**src/rtl/pdh_pkg.sv**
```systemverilog
// Shared definitions for the pdh GPIO command/response path: word layout,
// response codes and the response transmitter state encoding.
package pdh_pkg;

   localparam int AXI_GPIO_OUT_WIDTH = 32;
   localparam int CMD_BITS           = 4;
   localparam int DATA_BITS          = 28;
   localparam int RSP_CODE_BITS      = 4;
   localparam int RSP_DATA_BITS      = 27;
   localparam int RSP_TOGGLE_BIT     = 27;

   typedef enum logic [3:0] {
      RSP_NONE   = 4'h0,
      RSP_ACK    = 4'h1,
      RSP_LED    = 4'h2,
      RSP_STATUS = 4'h3,
      RSP_ERR    = 4'hF
   } rsp_code_t;

   typedef enum logic [1:0] {
      RESYNC   = 2'd0,
      IDLE     = 2'd1,
      WAIT_ACK = 2'd2
   } tx_state_t;

endpackage

```
**src/rtl/pdh_sync_fifo.sv**
```systemverilog
// Small synchronous FIFO with level output; push is ignored when full and
// pop is ignored when empty, so a full FIFO never accepts a write even on a pop.
module pdh_sync_fifo #(
   parameter int WIDTH = 31,
   parameter int DEPTH = 4
) (
   input  logic                       clk,
   input  logic                       rst_n,
   input  logic                       push,
   input  logic [WIDTH-1:0]           wdata,
   input  logic                       pop,
   output logic [WIDTH-1:0]           rdata,
   output logic                       full,
   output logic                       empty,
   output logic [$clog2(DEPTH):0]     level
);

   localparam int AW = $clog2(DEPTH);

   logic [WIDTH-1:0] mem [DEPTH];
   logic [AW-1:0]    wr_ptr;
   logic [AW-1:0]    rd_ptr;
   logic [AW:0]      level_q;
   logic             do_push;
   logic             do_pop;

   assign full    = (level_q == (AW+1)'(DEPTH));
   assign empty   = (level_q == '0);
   assign level   = level_q;
   assign rdata   = mem[rd_ptr];
   assign do_push = push && !full;
   assign do_pop  = pop && !empty;

   always_ff @(posedge clk) begin
      if (!rst_n) begin
         wr_ptr  <= '0;
         rd_ptr  <= '0;
         level_q <= '0;
      end else begin
         if (do_push) wr_ptr <= wr_ptr + 1'b1;
         if (do_pop)  rd_ptr <= rd_ptr + 1'b1;
         case ({do_push, do_pop})
            2'b10:   level_q <= level_q + 1'b1;
            2'b01:   level_q <= level_q - 1'b1;
            default: level_q <= level_q;
         endcase
      end
   end

   // Storage needs no reset; the pointers define what is valid.
   always_ff @(posedge clk) begin
      if (do_push) mem[wr_ptr] <= wdata;
   end

endmodule

```
**src/rtl/pdh_resp_tx.sv**
```systemverilog
// Response transmitter toward the PS: buffers records and presents one at a
// time on the GPIO word with a toggle flag that the PS echoes back as its ack.
module pdh_resp_tx #(
   parameter int AXI_GPIO_OUT_WIDTH = pdh_pkg::AXI_GPIO_OUT_WIDTH,
   parameter int RSP_CODE_BITS      = pdh_pkg::RSP_CODE_BITS,
   parameter int RSP_DATA_BITS      = pdh_pkg::RSP_DATA_BITS,
   parameter int FIFO_DEPTH         = 4,
   parameter int TIMEOUT_CYCLES     = 125000000
) (
   input  logic                            clk,
   input  logic                            rst_n,
   input  logic                            rsp_valid_i,
   output logic                            rsp_ready_o,
   input  logic [RSP_CODE_BITS-1:0]        rsp_code_i,
   input  logic [RSP_DATA_BITS-1:0]        rsp_data_i,
   input  logic                            ps_ack_i,
   input  logic                            clear_i,
   output logic [AXI_GPIO_OUT_WIDTH-1:0]   axi_to_ps_o,
   output logic                            busy_o,
   output logic                            timeout_o,
   output logic [$clog2(FIFO_DEPTH):0]     fifo_level_o
);

   import pdh_pkg::*;

   localparam int REC_W = RSP_CODE_BITS + RSP_DATA_BITS;
   localparam int CW    = $clog2(TIMEOUT_CYCLES + 1);
   localparam logic [CW-1:0] TMO = CW'(TIMEOUT_CYCLES);

   tx_state_t                         state_q, state_d;
   logic                              ack_m, ack_s;
   logic [1:0]                        settle_q;
   logic                              toggle_q;
   logic                              busy_q;
   logic                              timeout_q;
   logic [CW-1:0]                     cnt_q, cnt_d;
   logic [AXI_GPIO_OUT_WIDTH-1:0]     word_q;
   logic                              pop;
   logic                              fifo_full;
   logic                              fifo_empty;
   logic [REC_W-1:0]                  fifo_rdata;

   pdh_sync_fifo #(
      .WIDTH (REC_W),
      .DEPTH (FIFO_DEPTH)
   ) u_fifo (
      .clk   (clk),
      .rst_n (rst_n),
      .push  (rsp_valid_i),
      .wdata ({rsp_code_i, rsp_data_i}),
      .pop   (pop),
      .rdata (fifo_rdata),
      .full  (fifo_full),
      .empty (fifo_empty),
      .level (fifo_level_o)
   );

   assign rsp_ready_o = !fifo_full;
   assign axi_to_ps_o = word_q;
   assign busy_o      = busy_q;
   assign timeout_o   = timeout_q;

   // The settle pipe keeps RESYNC from comparing against the reset value of
   // the synchroniser before the real ack level has propagated through it.
   always_ff @(posedge clk) begin
      if (!rst_n) begin
         ack_m    <= 1'b0;
         ack_s    <= 1'b0;
         settle_q <= 2'b00;
      end else begin
         ack_m    <= ps_ack_i;
         ack_s    <= ack_m;
         settle_q <= {settle_q[0], 1'b1};
      end
   end

   always_comb begin
      state_d = state_q;
      pop     = 1'b0;
      cnt_d   = cnt_q;
      case (state_q)
         RESYNC: begin
            if (settle_q[1] && (ack_s == toggle_q)) state_d = IDLE;
         end
         IDLE: begin
            if (!fifo_empty) begin
               pop     = 1'b1;
               state_d = WAIT_ACK;
            end
         end
         WAIT_ACK: begin
            if (ack_s == toggle_q) begin
               if (!fifo_empty) pop = 1'b1;
               else             state_d = IDLE;
            end
         end
         default: state_d = RESYNC;
      endcase
      if (pop || (state_d != WAIT_ACK)) cnt_d = '0;
      else if (cnt_q != TMO)            cnt_d = cnt_q + 1'b1;
   end

   always_ff @(posedge clk) begin
      if (!rst_n) begin
         state_q   <= RESYNC;
         toggle_q  <= 1'b0;
         busy_q    <= 1'b0;
         timeout_q <= 1'b0;
         cnt_q     <= '0;
         word_q    <= '0;
      end else begin
         state_q <= state_d;
         busy_q  <= (state_d == WAIT_ACK);
         cnt_q   <= cnt_d;
         if (pop) begin
            toggle_q <= ~toggle_q;
            word_q   <= {fifo_rdata[REC_W-1 -: RSP_CODE_BITS], ~toggle_q,
                         fifo_rdata[RSP_DATA_BITS-1:0]};
         end
         // Set has priority; a clear is refused while the counter is saturated.
         if (cnt_d == TMO)                    timeout_q <= 1'b1;
         else if (clear_i && (cnt_q != TMO))  timeout_q <= 1'b0;
      end
   end

endmodule

```
**config.mk**
```make
export PLATFORM = sky130hd
export DESIGN_NAME = pdh_resp_tx
export DESIGN_NICKNAME = d
export VERILOG_FILES = /design/src/rtl/pdh_pkg.sv /design/src/rtl/pdh_sync_fifo.sv /design/src/rtl/pdh_resp_tx.sv
export SDC_FILE = /design/constraint.sdc
export NUM_CORES = 1
export LEC_CHECK = 0
export ABC_CLOCK_PERIOD_IN_PS = 7300
export CORE_MARGIN = 5
export CORE_UTILIZATION = 40
export CTS_CLUSTER_DIAMETER = 80
export DETAILED_ROUTE_END_ITERATION = 7
export PLACE_DENSITY = 0.65
export SYNTH_ARGS = -nofsm -noshare
export SYNTH_HDL_FRONTEND = slang
export SYNTH_HIERARCHICAL = 1
export SYNTH_SLANG_ARGS = --single-unit
export TNS_END_PERCENT = 1
```
**constraint.sdc**
```tcl
create_clock -name clk -period 7.3 [get_ports clk]
set_input_delay 1.095 -clock clk [delete_from_list [all_inputs] [get_ports clk]]
set_output_delay 1.095 -clock clk [all_outputs]
set_load 0.005 [all_outputs]
```
==> flow_summary_export.csv, run 1 <==
group,metric,value,unit
outcome,status,"completed",
global_route,grt_pass1_vias,5164,
sta,tns,0,ns
sta,hold_violations,0,
drt,drt_iter0_markers,236,
finish,stdcell_area,0.00972,mm2
floorplanning,start_util,40.6,%
pwr,p_leak,3.09,nW
clocking,cts_num_sinks,200,
sta,rsz0062_at_grt,"no",
clocking,clock_latency,0.43,ns
synthesis,ys_ff_latch,200,
pwr,ir_drop,155,uV
synthesis,syn-cell-area,0.00819,mm2
finish,final_common_cell,"edfxtp_1",
clocking,cts_buffer_depth,2,
global_route,grt_max_degree,35,
clocking,cts-root-buf,"clkbuf_16",
global_route,grt_use_total,14.3,%
floorplanning,core_area,0.0202,mm2
critical_path,cp_max_fo,34,
critical_path,critPathArrivalTime,3.85,ns
sta,finalCriticalPeriod,3.49,ns
global_route,grt_antenna_before_repair,1,
clocking,cts_tree,"done",
run,maxCapViolations,0,
drt,wire_per_inst,17.4,um
synthesis,ys_async_sr_fraction,0,%
floorplanning,die_h,153,um
floorplanning,die_area,0.0234,mm2
global_route,met1_usage,17.8,%
global_route,grt.busiest_layer,"met2",
synthesis,synthFlopType,"edfxtp_1",
finish,layout.nets,714,
clocking,path_clk_slew,0.07,ns
drt,vias,4944,
pwr,p_per_area,236,mW/mm2
drt,antenna_left,0,
critical_path,required,7.67,ns
critical_path,startpoint_type,"flip-flop",
global_route,grt_pass1_wl,27000,um
synthesis,syn_inst,601,
place,dpl.hpwl,10700,um
place,portBuffers,73,
drt,viasPerCell,5.22,
drt,remaining_drc_errors,0,
floorplanning,io_pins,74,
sta,setup_viol,0,
clocking,postCtsSetupBuffers,0,
sta,slew_headroom,28.9,%
global_route,global_route.usage.met3,3.53,%
synthesis,synth-seq-area-share,64.1,%
finish,layout_common_cells,"edfxtp_1 (124), nand2_1 (84), dfxtp_1 (74)",
hold_path,worstHoldPathType,"flip-flop to flip-flop",
place,place_area,0.00911,mm2
finish,antennaDiodeCount,0,
place,gp_congestion,0.838,
clocking,cts_buffers,17,
sta,tightestPinTransition,1.06,ns
global_route,grtUsageMet2,24.8,%
floorplanning,num_rows,52,
critical_path,crit_path_end_kind,"flip-flop",
clocking,htree_levels,4,
clocking,hold_buffers,0,
synthesis,yosys_warnings,6,
global_route,grt-ovfl-total,0,
synthesis,syn_avg_cell_area,13.6,um2
sta,timing.final.crit_share,47.8,%
sta,finClkSkew,0.0103,ns
synthesis,synth_edf_count,124,
finish,area_growth,18.8,%
critical_path,crit_type,"flip-flop to flip-flop",
drt,routed_wl,16500,um
drt,first_pass_iters,4,
synthesis,syn-num-nets,650,
synthesis,ys_types,68,
clocking,post_cts_resized,0,
sta,fmax,287,MHz
floorplanning,fp.dieW,153,um
sta,maxSlewViolCount,0,
finish,drive_above_1_share,14.5,%
==> state kept, by name, summed over array words and instances (netlist names), named ones only <==
name / cells
u_fifo/rd_ptr: 2
u_fifo/wr_ptr: 2
u_fifo/level: 3
cnt_q: 27
u_fifo/mem: 124
busy_o: 1
settle_q: 2
timeout_o: 1
axi_to_ps_o: 32
ack_s: 1
state_q: 2
ack_m: 1
==> final cells by class <==
cell class | count | area, um2
clock buffer | 18 | 439
clock inverter | 14 | 170
fill | 1796 | 10400
inverter | 17 | 63.8
multi-input combinational | 353 | 2710
sequential | 200 | 5250
tap | 270 | 338
timing repair buffer | 76 | 753
==> report_power, final <==
group / leakage (nW) / internal, mW / switching (mW)
combinational: 1.04 / 0.0532 / 0.0631
sequential: 1.75 / 1.24 / 0.0131
clock: 0.297 / 0.474 / 0.455
total: 3.09 / 1.77 / 0.531
==> synthesized netlist by cell type, drive strengths merged (2+ instances only) <==
master / count / area share (%)
or3: 5 / 0.52
mux2i: 3 / 0.37
or4: 2 / 0.18
nor3: 8 / 0.67
buf: 20 / 1.7
clkbuf: 11 / 0.52
and4: 7 / 0.81
xor2: 18 / 1.9
xnor2: 11 / 1.2
and4b: 3 / 0.37
a22oi: 2 / 0.18
nand2b: 3 / 0.23
nor3b: 2 / 0.24
a21oi: 41 / 2.5
and2: 14 / 1.1
inv: 16 / 0.73
and3: 3 / 0.24
mux4: 31 / 8.5
nand2: 85 / 4.0
nor2: 36 / 1.7
a2111oi: 2 / 0.31
ha: 12 / 1.8
nand3: 12 / 0.79
nor4bb: 2 / 0.24
edfxtp: 124 / 45
nand3b: 2 / 0.18
a21boi: 2 / 0.18
dfxtp: 76 / 19
nand4: 12 / 0.99
o21ai: 10 / 0.66
nor2b: 5 / 0.38
nor4: 5 / 0.83
nand4b: 2 / 0.21
==> per-layer routing <==
| layer | share of wire [%] | vias up |
|---|---|---|
| met2 | 51 | 120 |
| met3 | 4.8 | 18 |
| met4 | 1.1 | 2 |
| met1 | 43 | 2471 |
| met5 | 0.079 | - |
| li1 | - | 2333 |
==> per-stage QoR <==
step                      power (mW)  hold WS (ns)  setup slack (ns)  cells  utilization, %
after floorplan                 1.34         0.412              4.47    601               -
after global placement          1.39         0.425              3.55    916            45.2
after detailed placement        1.40         0.421              3.39    916            45.2
after CTS                       2.33         0.439              3.74    948            48.2
after global routing            2.39         0.454              3.42    948            48.2
final                           2.30         0.435              3.81    948            48.2
==> logic make-up (layout without fill, tap and decap cells) <==
kind of cell               after synthesis  count (layout)  synth area share [%]
and+or+nand+nor                        212             212                  14.2
AOI/OAI and AO/OA                       65              65                  4.71
DFF                                    200             200                  64.1
muxes                                   34              34                  8.89
adders and majority gates               13              13                  2.08
buffers and inverters                   48             125                  2.96
xor gates and xnor gates                29              29                  3.10
==> worst max-delay path: stages (launching register included) <==
cell     delay, ns
dfxtp_1       0.43
inv_1         0.10
ha_1          0.26
inv_1         0.07
nor2_1        0.06
o21ai_4       0.75
nand3_1       1.02
nor4_1        0.55
a31o_1        0.18
==> path summary, 6_finish.rpt <==
check	slack (ns)	depth (start not counted)	end	startpoint
max reg2reg	3.81	8	timeout_o$_SDFFE_PN0P_	state_q[0]$_SDFF_PN0_
max	3.81	8	timeout_o$_SDFFE_PN0P_	state_q[0]$_SDFF_PN0_
min	0.44	1	ack_s$_SDFF_PN0_	ack_m$_SDFF_PN0_
min reg2reg	0.44	1	ack_s$_SDFF_PN0_	ack_m$_SDFF_PN0_
Note: power is estimated with default switching activity, not from simulation.
==> inputs of run 2 (changes only) <==
--- a/config.mk
+++ b/config.mk
@@ -5,7 +5,7 @@
 export SDC_FILE = /design/constraint.sdc
 export NUM_CORES = 1
 export LEC_CHECK = 0
-export ABC_CLOCK_PERIOD_IN_PS = 7300
+export ABC_CLOCK_PERIOD_IN_PS = 3350
 export CORE_MARGIN = 5
 export CORE_UTILIZATION = 40
 export CTS_CLUSTER_DIAMETER = 80
==> constraint.sdc (replaced) <==
create_clock -name clk -period 3.35 [get_ports clk]
set_input_delay 0.5025 -clock clk [delete_from_list [all_inputs] [get_ports clk]]
set_output_delay 0.5025 -clock clk [all_outputs]
set_load 0.005 [all_outputs]
==> run 2 against run 1 <==
  * Critical path depth increased by 4
  * Sequential share of layout area down 0.38 points
  * Setup slack got worse by 3.2 ns
  * Wire length rose by 0.89%
  * Combinational power rose by 130%
  * Core utilization up 0.34 points
  * Non-clock buffer count up 8
  * Final area up 0.71%
  * Largest cell class unchanged
  * Die area did not move
  * Clock power up 120%
==> flow_summary_export.csv, run 2 (same netlist as run 1, synthesis figures left out) <==
group,metric,value,unit
drt,vias,4947,
pwr,p_per_area,517,mW/mm2
sta,tns,0,ns
drt,routed_wl,16600,um
floorplanning,die_h,153,um
floorplanning,core_area,0.0202,mm2
global_route,grt_antenna_before_repair,0,
critical_path,crit_path_end_kind,"flip-flop",
global_route,grt_pass1_wl,27200,um
place,portBuffers,73,
clocking,htree_levels,4,
global_route,grt-ovfl-total,0,
outcome,status,"completed",
run,maxCapViolations,0,
global_route,grt_max_degree,35,
clocking,cts_tree,"done",
clocking,cts_buffers,17,
drt,drt_iter0_markers,318,
critical_path,crit_type,"flip-flop to flip-flop",
clocking,hold_buffers,0,
critical_path,startpoint_type,"flip-flop",
clocking,cts-root-buf,"clkbuf_16",
critical_path,cp_max_fo,6,
finish,final_common_cell,"edfxtp_1",
floorplanning,num_rows,52,
floorplanning,start_util,40.6,%
pwr,p_leak,3.13,nW
sta,finalCriticalPeriod,2.69,ns
floorplanning,io_pins,74,
hold_path,worstHoldPathType,"flip-flop to flip-flop",
finish,largest_register,"u_fifo/mem",
floorplanning,die_area,0.0234,mm2
global_route,grt_use_total,14.6,%
finish,layout.nets,722,
clocking,cts_num_sinks,200,
finish,drive_above_1_share,15.3,%
finish,layout_common_cells,"edfxtp_1 (124), nand2_1 (84), dfxtp_1 (74)",
critical_path,required,3.71,ns
drt,antenna_left,0,
floorplanning,fp.dieW,153,um
finish,area_growth,19.6,%
sta,hold_violations,0,
global_route,grt_pass1_vias,5241,
pwr,p_total,5.06,mW
sta,tightestPinTransition,0.905,ns
sta,setup_viol,0,
pwr,ir_drop,397,uV
sta,slew_headroom,39.7,%
sta,rsz0062_at_grt,"no",
drt,wire_per_inst,17.4,um
sta,finClkSkew,0.0172,ns
drt,first_pass_iters,4,
clocking,path_clk_slew,0.07,ns
clocking,clock_latency,0.44,ns
finish,largest_reg_flops,124,
sta,fmax,372,MHz
clocking,postCtsSetupBuffers,0,
clocking,cts_buffer_depth,2,
drt,remaining_drc_errors,0,
sta,maxSlewViolCount,0,
place,gp_congestion,0.876,
clocking,post_cts_resized,0,
place,dpl.hpwl,10500,um
drt,viasPerCell,5.17,
sta,timing.final.crit_share,80.3,%
critical_path,critPathArrivalTime,3.05,ns
[run 2: cell types whose count changed in the layout (fill, tap and decap cells not counted)]
cell / before / now
buf_4: 3 / 11
clkinvlp_4: 0 / 2
bufinv_16: 0 / 1
clkbuf_1: 0 / 1
clkbuf_8: 1 / 0
clkinv_4: 2 / 1
diode_2: 0 / 1
inv_6: 3 / 2
inv_8: 4 / 3
[run 2: report_power, final]
group | total (mW) | switching, mW | internal (mW)
registers | 2.73 | 0.0294 | 2.70
logic | 0.264 | 0.140 | 0.124
clock network | 2.07 | 0.992 | 1.08
[run 2: routing by layer]
layer	vias to the layer above	global-route usage [%]	routed length (um)
met5	-	0	0
met4	0	5.05	152
met3	12	3.34	813
met2	118	24.0	8310
met1	2472	19.0	7340
li1	2345	-	-
[run 2: stage by stage]
step           utilization [%]  instances  instance area [um2]  hold slack [ns]  setup WS [ns]
2_1_floorplan                -        601                 8190            0.412          0.515
3_3_place_gp              45.5        924                 9180            0.424          0.825
3_5_place_dp              45.5        924                 9180            0.430          0.691
4_1_cts                   48.5        956                 9790            0.440          0.665
5_1_grt                   48.5        956                 9790            0.460          0.434
6_report                  48.6        957                 9790            0.435          0.659
[run 2: worst max-delay path, cell delays in order, from the launching register on]
cell and delay, ns:
dfxtp_1 0.45, inv_1 0.10, ha_1 0.28, nor2b_1 0.20, o21ai_4 0.08, clkinv_1 0.06
nor2b_1 0.20, ha_1 0.21, inv_1 0.06, fa_1 0.37, xor2_1 0.17, or3_1 0.31
a21boi_1 0.14
[run 2: path summary, 6_finish.rpt]
kind                         start                            to  slack, ns  cells after the start
max          state_q[0]$_SDFF_PN0_  u_fifo/level[2]$_SDFFE_PN0P_       0.66                     12
min            settle_q[0]$_DFF_P_        settle_q[1]$_SDFF_PN0_       0.43                      1
max reg2reg  state_q[0]$_SDFF_PN0_  u_fifo/level[2]$_SDFFE_PN0P_       0.66                     12
min reg2reg    settle_q[0]$_DFF_P_        settle_q[1]$_SDFF_PN0_       0.43                      1
[run 2: final cells by class]
| cell class | instances | area (um2) |
|---|---|---|
| Sequential cell | 200 | 5250 |
| Clock inverter | 14 | 186 |
| Tap cell | 270 | 338 |
| Clock buffer | 18 | 429 |
| Fill cell | 1753 | 10400 |
| Timing Repair Buffer | 84 | 813 |
| Antenna cell | 1 | 2.50 |
| Multi-Input combinational cell | 353 | 2710 |
| Inverter | 17 | 63.8 |
==> inputs of run 3 (changes only) <==
--- a/config.mk
+++ b/config.mk
@@ -5,7 +5,7 @@
 export SDC_FILE = /design/constraint.sdc
 export NUM_CORES = 1
 export LEC_CHECK = 0
-export ABC_CLOCK_PERIOD_IN_PS = 3350
+export ABC_CLOCK_PERIOD_IN_PS = 2670
 export CORE_MARGIN = 5
 export CORE_UTILIZATION = 40
 export CTS_CLUSTER_DIAMETER = 80
==> constraint.sdc (replaced) <==
create_clock -name clk -period 2.67 [get_ports clk]
set_input_delay 0.4005 -clock clk [delete_from_list [all_inputs] [get_ports clk]]
set_output_delay 0.4005 -clock clk [all_outputs]
set_load 0.005 [all_outputs]
==> run 3 against run 2 <==
  * Highest routed layer unchanged
  * Largest cell class unchanged
  * Critical endpoint unchanged
  * Total power increased by 25%
  * Clock power increased by 24%
  * First-iteration DRC count decreased by 17%
  * Largest power group unchanged
  * Final area increased by 0.91%
==> flow_summary_export.csv, run 3 (same netlist as run 1, synthesis figures left out) <==
group,metric,value,unit
outcome,status,"completed",
critical_path,r2r_cells,12,
place,gp_congestion,0.835,
clocking,clock_latency,0.44,ns
critical_path,crit_path_end_kind,"flip-flop",
clocking,cts_buffer_depth,2,
sta,hold_violations,0,
floorplanning,start_util,40.6,%
critical_path,r2r_end,"u_fifo/level[2]$_SDFFE_PN0P_",
pwr,pwr-share-clk,40.4,%
critical_path,critPathArrivalTime,2.86,ns
pwr,seq_power_share,54.1,%
drt,remaining_drc_errors,0,
critical_path,max_stage_delay,0.37,ns
floorplanning,die_area,0.0234,mm2
drt,viasPerCell,5.18,
sta,maxSlewViolCount,0,
hold_path,min_path_cells,1,
pwr,p_int,4.83,mW
critical_path,required,3.04,ns
critical_path,r2r_slack,0.17,ns
finish,largest_reg_flops,124,
global_route,grt_pass1_wl,28000,um
finish,drive_above_1_share,16.6,%
drt,antenna_left,0,
global_route,grt-ovfl-total,0,
global_route,grt_use_total,15.0,%
drt,wire_per_inst,17.7,um
clocking,cts_num_sinks,200,
sta,finalCriticalPeriod,2.50,ns
hold_path,hold-path-endpoint,"ack_s$_SDFF_PN0_",
pwr,p_leak,3.17,nW
pwr,p_per_area,640,mW/mm2
finish,layout.nets,729,
sta,fmax,401,MHz
critical_path,startpoint_type,"flip-flop",
finish,antennaDiodeCount,0,
sta,timing.final.crit_share,93.5,%
pwr,ir_drop,500,uV
finish,area_growth,20.7,%
clocking,cts_buffers,17,
critical_path,path_cells,"inv_1 > ha_1 > nor2b_2 > o21ai_4 > clkinv_1 > nor2b_2 > ha_1 > inv_1 > fa_1 > xor2_1 > or3_1 > a21boi_1",
finish,final_common_cell,"edfxtp_1",
sta,tns,0,ns
finish,multi_input_area,0.00272,mm2
finish,layout_common_cells,"edfxtp_1 (124), nand2_1 (84), dfxtp_1 (73), clkdlybuf4s50_1 (73), a21oi_1 (41)",
clocking,postCtsSetupBuffers,0,
pwr,pwr-share-comb,5.5,%
floorplanning,io_pins,74,
clocking,cts_tree,"done",
clocking,cts-root-buf,"clkbuf_16",
pwr,sw_frac_of_total,23.6,%
global_route,grt_pass1_vias,5249,
hold_path,min_from,"ack_m$_SDFF_PN0_",
sta,tightestPinTransition,0.555,ns
critical_path,cp_max_fo,4,
pwr,p_total,6.33,mW
floorplanning,num_rows,52,
floorplanning,die_h,153,um
sta,rsz0062_at_grt,"no",
critical_path,rr_startpoint,"state_q[1]$_SDFF_PN0_",
global_route,grt_antenna_before_repair,0,
finish,largest_register,"u_fifo/mem",
place,portBuffers,73,
sta,finClkSkew,0.0129,ns
clocking,path_clk_slew,0.08,ns
finish,ff_latch_area,0.00525,mm2
global_route,grt_max_degree,35,
sta,setup_viol,0,
drt,first_pass_iters,4,
drt,vias,4988,
run,maxCapViolations,0,
finish,n_fill_cell,1734,
clocking,htree_levels,4,
hold_path,worstHoldPathType,"flip-flop to flip-flop",
place,dpl.hpwl,11200,um
critical_path,worst_path_max_delay_cell,"fa_1",
floorplanning,core_area,0.0202,mm2
drt,routed_wl,17100,um
floorplanning,fp.dieW,153,um
sta,slew_headroom,62.9,%
pwr,p_switching,1.49,mW
critical_path,crit_type,"flip-flop to flip-flop",
drt,drt_iter0_markers,265,
[run 3: how the worst max path moves through the flow]
stage                     slack (ns)                  start  cells past startpoint                            to
after global routing            0.01  state_q[1]$_SDFF_PN0_                     12  u_fifo/level[2]$_SDFFE_PN0P_
after global placement          0.22  state_q[1]$_SDFF_PN0_                     12  u_fifo/level[2]$_SDFFE_PN0P_
after detailed placement        0.07  state_q[1]$_SDFF_PN0_                     12  u_fifo/level[2]$_SDFFE_PN0P_
final                           0.17  state_q[1]$_SDFF_PN0_                     12  u_fifo/level[2]$_SDFFE_PN0P_
after floorplan                 0.02  state_q[0]$_SDFF_PN0_                     13  u_fifo/level[2]$_SDFFE_PN0P_
after CTS                       0.06  state_q[1]$_SDFF_PN0_                     12  u_fifo/level[2]$_SDFFE_PN0P_
[run 3: power groups by stage]
stage,clock [mW],sequential [mW],combinational (mW)
floorplan,0,3.49,0.173
global placement,0,3.49,0.339
detailed placement,0,3.49,0.352
CTS,2.63,3.42,0.355
global route,2.75,3.43,0.384
finish,2.56,3.42,0.351
[run 3: timing repair]
action	4_1_cts	5_1_grt
gates resized for setup	0	2
endpoints found under the setup margin	0	1
hold buffers	0	0
[run 3: layer usage]
metal	vias up	track usage (%)	share of wire [%]
met4	0	5.13	1.9
met1	2484	19.0	44
li1	2352	-	-
met5	-	0	0
met2	126	25.3	49
met3	26	3.70	4.3
[run 3: worst max-delay path: cells and delay by family, from the launching register on]
kind / cells / cell delay (ns)
AO/OA/AOI/OAI: 2 / 0.21
XOR/XNOR: 1 / 0.16
AND/OR/NAND/NOR: 3 / 0.65
flip-flops: 1 / 0.36
buffers and inverters: 3 / 0.20
adder cells (fa/ha/maj): 3 / 0.85
[run 3: layout make-up]
cell class | count | share of cell area, %
multi-input combinational | 353 | 27.5
sequential | 200 | 53.1
tap | 270 | 3.42
clock buffer | 18 | 4.34
clock inverter | 14 | 1.71
inverter | 17 | 0.646
timing repair buffer | 91 | 9.27
[run 3: per-stage QoR]
| step | area (um2) | cells | util [%] | worst slack, ns | hold slack, ns |
|---|---|---|---|---|---|
| 2_1_floorplan | 8190 | 601 | - | 0.0153 | 0.412 |
| 3_3_place_gp | 9280 | 931 | 46.0 | 0.225 | 0.417 |
| 3_5_place_dp | 9280 | 931 | 46.0 | 0.0653 | 0.422 |
| 4_1_cts | 9880 | 963 | 49.0 | 0.0637 | 0.441 |
| 5_1_grt | 9880 | 963 | 49.0 | 0.0138 | 0.460 |
| 6_report | 9880 | 963 | 49.0 | 0.174 | 0.439 |
